File: src/rtl/uart_pkg.sv
// uart_pkg: definitions shared by the UART receiver and transmitter.
//   state_t        receiver FSM state encoding
//   OVERSAMPLE_DEF default number of CLK_BAUD16 ticks per bit
//   FRAME_W        data bits per frame
package uart_pkg;

  localparam int OVERSAMPLE_DEF = 16;
  localparam int FRAME_W        = 8;

  typedef enum logic [2:0] {
    IDLE  = 3'd0,
    START = 3'd1,
    DATA  = 3'd2,
    STOP  = 3'd3,
    BREAK = 3'd4
  } state_t;

endpackage

File: src/rtl/uart_rx_sampler.sv
// uart_rx_sampler: RX pin front end.
//   clk, rst_n  system clock, async active-low reset
//   rx_pin      raw serial line (asynchronous)
//   tick        oversampling enable pulse
//   tcnt        tick position within the current bit
//   rxs         synchronised line
//   fall        1->0 transition of rxs (one cycle)
//   maj         2-of-3 majority of the samples at positions MID-1, MID, MID+1;
//               valid on the tick where tcnt == MID
module uart_rx_sampler
  import uart_pkg::*;
#(
  parameter int OVERSAMPLE = OVERSAMPLE_DEF,
  parameter int CW         = $clog2(OVERSAMPLE)
) (
  input  logic          clk,
  input  logic          rst_n,
  input  logic          rx_pin,
  input  logic          tick,
  input  logic [CW-1:0] tcnt,
  output logic          rxs,
  output logic          fall,
  output logic          maj
);

  localparam int MID = OVERSAMPLE / 2;

  logic       sync1;
  logic       rxs_d;
  logic [2:0] primed;
  logic       s0;
  logic       s1;

  // primed fills after reset so that the edge detector only compares real
  // pin samples; a line already low at reset release produces no edge.
  always_ff @(posedge clk or negedge rst_n) begin
    if (!rst_n) begin
      sync1  <= 1'b1;
      rxs    <= 1'b1;
      rxs_d  <= 1'b1;
      primed <= 3'b000;
      s0     <= 1'b1;
      s1     <= 1'b1;
    end else begin
      sync1  <= rx_pin;
      rxs    <= sync1;
      rxs_d  <= rxs;
      primed <= {primed[1:0], 1'b1};
      // tcnt holds the number of ticks already seen in this bit, so the
      // tick at 1-based position p arrives with tcnt == p-1.
      if (tick && tcnt == CW'(MID - 2)) s0 <= rxs;
      if (tick && tcnt == CW'(MID - 1)) s1 <= rxs;
    end
  end

  assign fall = primed[2] & rxs_d & ~rxs;
  assign maj  = (s0 & s1) | (s0 & rxs) | (s1 & rxs);

endmodule

File: src/rtl/uart_rx.sv
// uart_rx: 8N1 serial receiver with valid/ack byte handshake.
//   clk, rst_n    system clock, async active-low reset
//   clk_baud16    one-cycle enable at OVERSAMPLE x baud
//   rx_pin        serial line, idle high
//   rx_ack        consumer has taken rx_data
//   rx_data       last accepted byte
//   rx_valid      rx_data holds an unacknowledged byte
//   rx_busy       frame in progress
//   rx_frame_err  one-cycle pulse, stop bit sampled low
//   rx_overrun    sticky, byte completed while rx_valid was set
module uart_rx
  import uart_pkg::*;
#(
  parameter int OVERSAMPLE = OVERSAMPLE_DEF
) (
  input  logic               clk,
  input  logic               rst_n,
  input  logic               clk_baud16,
  input  logic               rx_pin,
  input  logic               rx_ack,
  output logic [FRAME_W-1:0] rx_data,
  output logic               rx_valid,
  output logic               rx_busy,
  output logic               rx_frame_err,
  output logic               rx_overrun
);

  localparam int MID = OVERSAMPLE / 2;
  localparam int CW  = $clog2(OVERSAMPLE);

  state_t             state;
  logic [CW-1:0]      tcnt;
  logic [2:0]         bcnt;
  logic [FRAME_W-1:0] shreg;
  logic               rxs;
  logic               fall;
  logic               maj;
  logic               dec;
  logic               complete;
  logic [CW-1:0]      tcnt_wrap;

  uart_rx_sampler #(.OVERSAMPLE(OVERSAMPLE), .CW(CW)) u_sampler (
    .clk    (clk),
    .rst_n  (rst_n),
    .rx_pin (rx_pin),
    .tick   (clk_baud16),
    .tcnt   (tcnt),
    .rxs    (rxs),
    .fall   (fall),
    .maj    (maj)
  );

  assign dec       = clk_baud16 && (tcnt == CW'(MID));
  assign complete  = (state == STOP) && dec && maj;
  assign tcnt_wrap = (tcnt == CW'(OVERSAMPLE - 1)) ? '0 : tcnt + 1'b1;
  assign rx_busy   = (state != IDLE);

  always_ff @(posedge clk or negedge rst_n) begin
    if (!rst_n) begin
      state        <= IDLE;
      tcnt         <= '0;
      bcnt         <= '0;
      shreg        <= '0;
      rx_frame_err <= 1'b0;
    end else begin
      rx_frame_err <= 1'b0;
      case (state)
        IDLE: if (fall) begin
          tcnt  <= '0;
          bcnt  <= '0;
          state <= START;
        end
        // tcnt runs straight through the start decision (it never reaches
        // the wrap point here), so every later decision sits exactly one
        // bit period after the previous one.
        START: if (clk_baud16) begin
          tcnt <= tcnt + 1'b1;
          if (dec) state <= maj ? IDLE : DATA;
        end
        DATA: if (clk_baud16) begin
          tcnt <= tcnt_wrap;
          if (dec) begin
            shreg <= {maj, shreg[FRAME_W-1:1]};
            bcnt  <= bcnt + 1'b1;
            if (bcnt == 3'd7) state <= STOP;
          end
        end
        // Leaving at the stop-bit midpoint lets an immediately following
        // start edge be caught.
        STOP: if (clk_baud16) begin
          tcnt <= tcnt_wrap;
          if (dec) begin
            if (maj) state <= IDLE;
            else begin
              rx_frame_err <= 1'b1;
              state        <= BREAK;
            end
          end
        end
        BREAK: if (rxs) state <= IDLE;
        default: state <= IDLE;
      endcase
    end
  end

  always_ff @(posedge clk or negedge rst_n) begin
    if (!rst_n) begin
      rx_data    <= '0;
      rx_valid   <= 1'b0;
      rx_overrun <= 1'b0;
    end else begin
      if (rx_ack && rx_valid) begin
        rx_valid   <= 1'b0;
        rx_overrun <= 1'b0;
      end
      // An ack in the completion cycle frees the slot for the new byte.
      if (complete) begin
        if (!rx_valid || rx_ack) begin
          rx_data  <= shreg;
          rx_valid <= 1'b1;
        end else begin
          rx_overrun <= 1'b1;
        end
      end
    end
  end

endmodule

File: config.mk
export PLATFORM = sky130hd
export DESIGN_NAME = uart_rx
export DESIGN_NICKNAME = d
export VERILOG_FILES = /design/src/rtl/uart_pkg.sv /design/src/rtl/uart_rx_sampler.sv /design/src/rtl/uart_rx.sv
export SDC_FILE = /design/constraint.sdc
export NUM_CORES = 1
export LEC_CHECK = 0
export CORE_MARGIN = 8
export CORE_UTILIZATION = 55
export CTS_BUF_LIST = sky130_fd_sc_hd__clkbuf_16
export DETAILED_ROUTE_END_ITERATION = 7
export PLACE_DENSITY = 0.75
export SLEW_MARGIN = 0
export SYNTH_ARGS = -nofsm -noshare
export SYNTH_HDL_FRONTEND = slang
export SYNTH_HIERARCHICAL = 1
export SYNTH_SLANG_ARGS = --single-unit
export TNS_END_PERCENT = 50
File: constraint.sdc
create_clock -name clk -period 2.2 [get_ports clk]
set_clock_uncertainty 0.15 [all_clocks]
set_input_delay 0.33 -clock clk [delete_from_list [all_inputs] [get_ports clk]]
set_output_delay 0.33 -clock clk [all_outputs]
set_load 0.01 [all_outputs]
# Word-level counts from Yosys, hierarchy flattened
# Index checks and enable logic that the tools add are counted.
[op_classes]
n_eq_ne = 19
n_bitwise = 8
addsub = 2
muxes = 31
n_reduce_logical = 18
[op_table]
columns = ["op", "n"]
rows = [
  ["$mux W3", 13],
  ["$mux W4", 4],
  ["$ne A2 B2 Y1 const B", 8],
  ["$pmux W3 S5", 1],
  ["$pmux W4 S3", 1],
  ["$mux W1", 10],
  ["$reduce_and A9 Y1", 1],
  ["$eq A4 B3 Y1 const B", 2],
  ["$eq A4 B4 Y1 const B", 2],
  ["$reduce_and A4 Y1", 2],
  ["$eq A3 B2 Y1 const B", 2],
  ["$eq A3 B3 Y1 const B", 2],
  ["$logic_and A1 B1 Y1", 6],
  ["$pmux W3 S2", 1],
  ["$reduce_bool A3 Y1", 2],
  ["$and A1 B1 Y1", 5],
  ["$add A4 B1 Y4 const B", 1],
  ["$ne A2 B1 Y1 const B", 2],
  ["$add A3 B1 Y3 const B", 1],
  ["$eq A3 B1 Y1 const B", 1],
  ["$logic_not A3 Y1", 1],
  ["$reduce_and A3 Y1", 1],
  ["$mux W2", 1],
  ["$or A1 B1 Y1", 2],
  ["6 further kinds", 6],
]
[word_totals]
wordCells = 92
ff_bits = 37
output_inout_bits = 12
inputBits = 5

# Longest topological paths before layout
# Gate-level depths: netlist of the first run.
[logic_depth]
depth_word = 7
mapped_depth = 7

# By module
# Netlist of the first run, hierarchy kept.
[by_module_without_submodules]
columns = ["mod", "n_inst", "cells_each", "area_per_inst_um2"]
rows = [
  ["uart_rx", 1, 108, 1393.8],
  ["uart_rx_sampler", 1, 18, 270.3],
]

# Worst setup path before layout of the first run
# OpenSTA, ideal clock, no wires.
[synth_timing]
path_type = "flip-flop to flip-flop"
from = "register u_sampler.rxs"
to = "register rx_data[0]"
arrival_ps = 1580
path_stages_with_launch = 6
slack_ps = 345
period_less_slack_ps = 1855
setup_time_ps = 125
path_cell_list = "dfstp_2 maj3_1 and4b_1 o211a_1 buf_6 mux2_4"
[synth_via]
elab_chain_len = 5
elab_cells_between_ends = 6
classes_between = "bitwise: 4; reduce/logical: 2"
[synth_lines]
columns = ["element", "line", "rtl"]
rows = [
  ["start, declared", "uart_rx_sampler.sv:21", "output logic rxs,"],
  ["start signal, assigned", "uart_rx_sampler.sv:46", "rxs <= sync1;"],
  ["$and A1 B1 Y1", "uart_rx_sampler.sv:57", "assign maj = (s0 & s1) | (s0 & rxs) | (s1 & rxs);"],
  ["$or A1 B1 Y1", "uart_rx_sampler.sv:57", ""],
  ["$or A1 B1 Y1 *", "uart_rx_sampler.sv:57", ""],
  ["named net maj", "uart_rx.sv:37", "logic maj;"],
  ["$logic_and A1 B1 Y1 *", "uart_rx.sv:54", "assign complete = (state == STOP) && dec && maj;"],
  ["$reduce_and A2 Y1 (no line) *", "-", ""],
  ["end signal, assigned", "uart_rx.sv:119", "rx_data <= shreg;"],
  ["end, declared", "uart_rx.sv:21", "output logic [FRAME_W-1:0] rx_data,"],
]
# The timed path passes the listed nets; every way through them passes the cells marked *.
# A chain may end at the register's enable or synchronous reset.

# Final worst setup path of the first run
[layout_timing]
from = "register state[1]"
to = "output rx_busy"
[layout_via]
elab_chain_len = 1
[layout_lines]
columns = ["element", "line", "rtl"]
rows = [
  ["start, declared", "uart_rx.sv:31", "state_t state;"],
  ["start signal, assigned", "uart_rx.sv:78", "if (dec) state <= maj ? IDLE : DATA;"],
  ["$reduce_bool A3 Y1", "uart_rx.sv:56", "assign rx_busy = (state != IDLE);"],
  ["end, declared", "uart_rx.sv:23", "output logic rx_busy,"],
]
# No other way between the ends.

==> results of run 1 <==
[cell usage in the layout (no fill, tap or decap)]
master,synthesis,final
nor3_2,0,1
buf_12,0,1
clkinv_2,0,1
mux2i_1,3,3
maj3_1,1,1
nor2b_1,1,1
dfrtp_1,32,32
o21ai_0,4,4
and3_2,1,1
nand2_1,4,4
nand4b_1,3,3
nand4_1,5,5
a22o_1,2,2
nor2_1,4,4
clkbuf_16,0,5
and4b_1,2,2
nor3b_1,1,1
a31oi_1,2,2
and2_1,1,1
clkinv_1,0,2
o21ba_2,1,1
buf_4,1,8
conb_1,1,1
inv_1,9,9
a21oi_1,2,2
clkdlybuf4s50_1,0,16
dfstp_2,5,5
mux2_2,6,6
or4_1,2,2
mux2_4,11,11
mux2_1,2,2
a21oi_2,1,1
or3_1,1,1
a22oi_1,1,1
o211a_1,1,1
o211ai_1,2,2
nand3_1,2,2
or3b_1,1,1
nand3b_1,1,1
ha_1,4,4
[final cells by class]
type	instances	area share (%)
Sequential cell	37	45.73
Clock inverter	3	0.6139
Timing Repair Buffer	25	11.79
Tap cell	33	2.026
Multi-Input combinational cell	74	32.04
Clock buffer	5	6.139
Inverter	9	1.657
[synthesized netlist by cell type, types with 2 or more instances]
library cell  instances
dfrtp_1              32
dfstp_2               5
nand3_1               2
mux2_4               11
mux2_2                6
inv_1                 9
nor2_1                4
o211ai_1              2
nand4_1               5
a21oi_1               2
buf_6                 3
o21ai_0               4
or4_1                 2
nand2_1               4
mux2_1                2
a22o_1                2
mux2i_1               3
ha_1                  4
a31oi_1               2
nand4b_1              3
and4b_1               2
[critical path, stage by stage (launching register included)]
cell	delay, ns
dfrtp_1	0.51
nor3_2	0.25
inv_1	0.05
clkdlybuf4s50_1	0.48
[final timing paths]
path,to,slack [ns],depth (start not counted)
max,rx_busy,0.14,3
min,u_sampler/primed[2]$_DFF_PN0_,0.20,0
max reg2reg,rx_data[2]$_DFFE_PN0P_,0.29,6
min reg2reg,u_sampler/primed[2]$_DFF_PN0_,0.20,0
max in group asynchronous,u_sampler/s1$_DFFE_PN1P_,1.24,2
min in group asynchronous,tcnt[2]$_DFFE_PN0P_,0.31,2
[layer usage]
metal / track usage (%) / wire, um / part of all wire (%)
met2: 19.36 / 1318 / 46
met4: 9.007 / 69 / 2.4
met1: 15.44 / 1349 / 47
met5: 0 / 0 / 0
met3: 5.226 / 132 / 4.6
[power groups by stage]
| stage | registers [uW] | clock network, uW | logic [uW] |
|---|---|---|---|
| 3_3_place_gp | 918 | 0 | 412 |
| 5_1_grt | 943 | 711 | 487 |
| 3_5_place_dp | 930 | 0 | 441 |
| 4_1_cts | 920 | 678 | 442 |
| 2_1_floorplan | 868 | 0 | 345 |
| 6_report | 925 | 657 | 439 |
[through the flow]
stage               cells  util [%]
finish                186     69.03
global route          186     69.03
CTS                   186     68.86
detailed placement    178     64.19
global placement      178     64.19
floorplan             126         -
[flip-flops by register name, indices dropped and copies added, names as in the netlist]
signal            flops
u_sampler/primed      3
shreg                 8
rx_data               8
u_sampler/rxs         1
u_sampler/s1          1
u_sampler/s0          1
rx_frame_err          1
u_sampler/rxs_d       1
rx_valid              1
state                 3
rx_overrun            1
u_sampler/sync1       1
tcnt                  4
bcnt                  3
[cell families (layout without fill, tap and decap cells)]
logic type                 count (synthesis)  after routing  share of synthesized area (%)
AOI/OAI and AO/OA                         16             16                          6.692
adders and majority gates                  5              5                          3.609
buffers and inverters                     15             42                          5.037
DFF                                       37             37                          56.02
muxes                                     22             22                          17.14
other                                      1              1                         0.2253
and+or+nand+nor                           30             30                          11.28
[timing repair]
action | 4_1_cts | 5_1_grt
gates resized for setup | 0 | 1
hold endpoints to repair | 0 | 0
setup endpoints to repair | 0 | 1
==> results.sh, run 1 <==
export IMPL_status="finished clean"
export IMPL_tns_ns=0
export IMPL_endpoint_kind="primary output"
export IMPL_yosysSeqAreaShare_pct=56.02
export IMPL_clock_latency_ns=0.28
export IMPL_antennaDiodeCount=0
export IMPL_clk_path_buf_depth=2
export IMPL_grt_antenna_before_repair=0
export IMPL_cts_tree="yes"
export IMPL_leakagePower_uw=0.0009490
export IMPL_antenna_left=0
export IMPL_synth_seq_cells=37
export IMPL_drtIter0Drc=113
export IMPL_synth_edf_count=0
export IMPL_clkSlewWorstSetupHoldPaths_ns=0.05
export IMPL_synth_warnings=6
export IMPL_min_path_type="reg2reg"
export IMPL_grt_use_total_pct=13.18
export IMPL_vias_per_cell=5.559
export IMPL_crit_fanout=13
export IMPL_path_class="reg2out"
export IMPL_clockRootBuffer="clkbuf_16"
export IMPL_syn_avg_cell_area_sq_um=13.21
export IMPL_overflow=0
export IMPL_die_area_sq_mm=0.005042
export IMPL_syn_nets=135
export IMPL_core_area_sq_mm=0.002953
export IMPL_ioPinCount=17
export IMPL_syn_to_final_growth_pct=22.48
export IMPL_post_cts_setup_buffers=0
export IMPL_yosysTopAreaCell="dfrtp_1"
export IMPL_synth_top_cell_area_share_pct=48.12
export IMPL_cts_hold_buf=0
export IMPL_multi_input_area_sq_um=653.1
export IMPL_maxCapViolCount=0
export IMPL_cp_arrival_ns=1.58
export IMPL_start_util_pct=56.36
export IMPL_worstHoldStart="u_sampler/primed[1]$_DFF_PN0_"
export IMPL_postPlaceCellArea_sq_mm=0.001896
export IMPL_synth_area_sq_mm=0.001664
export IMPL_min_period_ns=2.056
export IMPL_ff_latch_area_sq_um=932.1
export IMPL_power_frac_seq_pct=45.8
export IMPL_fillerInstances=227
export IMPL_cp_start_kind="flop"
export IMPL_vdd_drop_max_mv=0.7914
export IMPL_p_per_area_mw_per_mm2=991.8
export IMPL_drc=0
export IMPL_port_buffers=16
export IMPL_worst_hold_slack_ns=0.1964
export IMPL_hold_viol_final=0
export IMPL_sw_frac_of_total_pct=29.37
export IMPL_cts_sinks=37
export IMPL_die_h_um=71.01
export IMPL_final_area_sq_mm=0.002038
export IMPL_p_int_uw=1428
export IMPL_async_flop_share_pct=100.0
export IMPL_firstDrtPassIters=4
export IMPL_netlist_cell_type_count=38
export IMPL_power_frac_clock_pct=32.5
export IMPL_ys_flop_type="dfrtp_1"
export IMPL_h_tree_depth=2
export IMPL_finalCritPeriodShare_pct=93.44
export IMPL_worstPathRequired_ns=1.72
export IMPL_ys_top_cells_by_area="dfrtp_1 (48%), mux2_4 (9.9%), dfstp_2 (7.9%)"
export IMPL_drive_above_1_share_pct=26.80
export IMPL_first_global_vias=1083
export IMPL_grt_max_degree=38
export IMPL_num_rows=20
export IMPL_post_place_ws_ns=0.1260
export IMPL_vias=1034
export IMPL_p_sw_uw=593.7
export IMPL_r2r_start="tcnt[0]$_DFFE_PN0P_"
export IMPL_routedWlPerCell_um=15.43
export IMPL_power_share_combinational_pct=21.7
export IMPL_finalSetupViolations=0
export IMPL_synth_cells=126
export IMPL_nets=161
export IMPL_max_clock_freq_mhz=486.4
export IMPL_grt_first_pass_wirelength_um=5050
export IMPL_dp_hpwl_um=2094
export IMPL_slew_viol_final=0
export IMPL_crit_path_start="state[1]$_DFFE_PN0P_"
export IMPL_rsz0062_at_grt="no"
export IMPL_drt_total_wl_um=2870
export IMPL_gp_congestion=0.8658
export IMPL_cts_made_buffers=5
export IMPL_dieWidth_um=71.01
export IMPL_fin_ws_ns=0.1442
export IMPL_p_total_uw=2021
Note: power is estimated with default switching activity, not from simulation.
==> run 2: changes to the inputs <==
Settings changed: DONT_BUFFER_PORTS from default to 1, PLACE_DENSITY 0.75 to 0.67, RECOVER_POWER from default to 25.
==> results.sh, run 2 (synthesis results as in run 1) <==
export IMPL_drt_total_wl_um=2910
export IMPL_drtIter0Drc=104
export IMPL_antenna_left=0
export IMPL_postPlaceCellArea_sq_mm=0.001690
export IMPL_dp_hpwl_um=1972
export IMPL_core_area_sq_mm=0.002953
export IMPL_rr_worst_depth=5
export IMPL_path_class="reg2reg"
export IMPL_hold_path_end="tcnt[3]$_DFFE_PN0P_"
export IMPL_r2r_start="u_sampler/rxs$_DFF_PN1_"
export IMPL_cts_tree="yes"
export IMPL_max_stage_delay_ns=0.57
export IMPL_dieWidth_um=71.01
export IMPL_syn_to_final_growth_pct=12.03
export IMPL_p_total_uw=1979
export IMPL_firstDrtPassIters=4
export IMPL_clkSlewWorstSetupHoldPaths_ns=0.05
export IMPL_post_cts_setup_buffers=0
export IMPL_clk_path_buf_depth=2
export IMPL_tns_ns=0
export IMPL_relSlewSlack_pct=40.58
export IMPL_cp_top_family="flip-flops"
export IMPL_post_place_ws_ns=0.1990
export IMPL_finalSetupViolations=0
export IMPL_nets=143
export IMPL_min_period_ns=1.997
export IMPL_fillerInstances=228
export IMPL_grt_antenna_before_repair=0
export IMPL_ioPinCount=17
export IMPL_drc=0
export IMPL_crit_buf_inv=1
export IMPL_cp_arrival_ns=2.01
export IMPL_vdd_drop_max_mv=0.7347
export IMPL_h_tree_depth=2
export IMPL_worst_hold_slack_ns=0.09762
export IMPL_endpoint_kind="flop"
export IMPL_grt_max_degree=38
export IMPL_tightest_slew_ns=0.8913
export IMPL_fin_ws_ns=0.2033
export IMPL_grt_use_total_pct=12.49
export IMPL_crit_path_start="u_sampler/rxs$_DFF_PN1_"
export IMPL_clockRootBuffer="clkbuf_16"
export IMPL_mostFrequentLayoutCells="dfrtp_1 (32), mux2_4 (11), inv_1 (10), mux2_2 (6)"
export IMPL_routedWlPerCell_um=17.32
export IMPL_cts_sinks=37
export IMPL_worstPathRequired_ns=2.21
export IMPL_ff_latch_area_sq_um=932.1
export IMPL_hold_depth=2
export IMPL_multi_input_area_sq_um=648.1
export IMPL_port_buffers=0
export IMPL_first_global_vias=985
export IMPL_die_h_um=71.01
export IMPL_vias=983
export IMPL_status="finished clean"
export IMPL_largest_registers="rx_data x8, shreg x8, tcnt x4"
export IMPL_crit_fanout=8
export IMPL_cp_slowest_cell="dfstp_2"
export IMPL_vias_per_cell=5.851
export IMPL_clock_latency_ns=0.28
export IMPL_hold_viol_final=0
export IMPL_cp_start_kind="flop"
export IMPL_rsz0062_at_grt="no"
export IMPL_grt_first_pass_wirelength_um=4788
export IMPL_finalCritPeriodShare_pct=90.76
export IMPL_overflow=0
export IMPL_die_area_sq_mm=0.005042
export IMPL_gp_congestion=0.8008
export IMPL_slew_viol_final=0
export IMPL_final_area_sq_mm=0.001864
export IMPL_p_per_area_mw_per_mm2=1061
export IMPL_reg2reg_to="rx_data[3]$_DFFE_PN0P_"
export IMPL_maxCapViolCount=0
export IMPL_drive_above_1_share_pct=26.67
export IMPL_layout_commonest_cell="dfrtp_1"
export IMPL_r2r_slack_ns=0.20
export IMPL_max_clock_freq_mhz=500.8
export IMPL_worstPathCellList="maj3_1, and4b_1, o211a_1, buf_12, mux2_4"
export IMPL_worstHoldStart="clk_baud16"
export IMPL_min_path_type="in2reg"
export IMPL_start_util_pct=56.36
export IMPL_leakagePower_uw=0.0008834
export IMPL_cts_made_buffers=5
export IMPL_antennaDiodeCount=0
export IMPL_num_rows=20
## run 2: changes by cell type in the layout (fill, tap and decap cells not counted)
cell	delta
clkinv_1	-2
clkdlybuf4s50_1	-16
clkbuf_2	+1
dlygate4sd3_1	+3
inv_1	+1
nor3_2	-1
clkinv_2	+1
nor3_1	+1
buf_4	-6
## run 2: per-stage QoR
stage                     util, %  instances
after detailed placement    57.25        156
after CTS                   63.64        168
after floorplan                 -        126
after global placement      57.25        156
final                       63.14        168
after global routing        63.14        168
## run 2: layout make-up
cell class / instances / share of cell area (%)
Timing Repair Buffer: 7 / 3.758
Clock inverter: 3 / 0.7383
Clock buffer: 5 / 6.711
Tap cell: 33 / 2.215
Multi-Input combinational cell: 74 / 34.77
Inverter: 9 / 1.812
Sequential cell: 37 / 50.00
## run 2: worst max-delay path by stage
| stage | to | slack (ns) | depth (start not counted) |
|---|---|---|---|
| after floorplan | rx_data[0]$_DFFE_PN0P_ | 0.34 | 5 |
| final | rx_data[3]$_DFFE_PN0P_ | 0.20 | 5 |
| after CTS | rx_data[3]$_DFFE_PN0P_ | 0.20 | 5 |
| after global placement | rx_data[6]$_DFFE_PN0P_ | 0.25 | 5 |
| after global routing | rx_data[3]$_DFFE_PN0P_ | 0.11 | 5 |
| after detailed placement | rx_data[2]$_DFFE_PN0P_ | 0.20 | 5 |
## run 2: what timing repair did
item | in CTS | in global routing
gates resized for setup | 0 | 0
hold endpoints to repair | 40 | 0
endpoints found under the setup margin | 0 | 0
hold buffers | 4 | 0
## run 2: power by group
part	switching (uW)	internal [uW]	total (uW)
clock	261	411	672
combinational	216	187	403
sequential	110	794	904
## run 2: metal layers
layer  GRT usage [%]  up-vias  routed length, um
li1                -      465                  -
met1           16.22      479               1403
met2           16.37       32               1229
met3           7.203        7                240
met4           5.081        0                 36
met5               0        -                  0
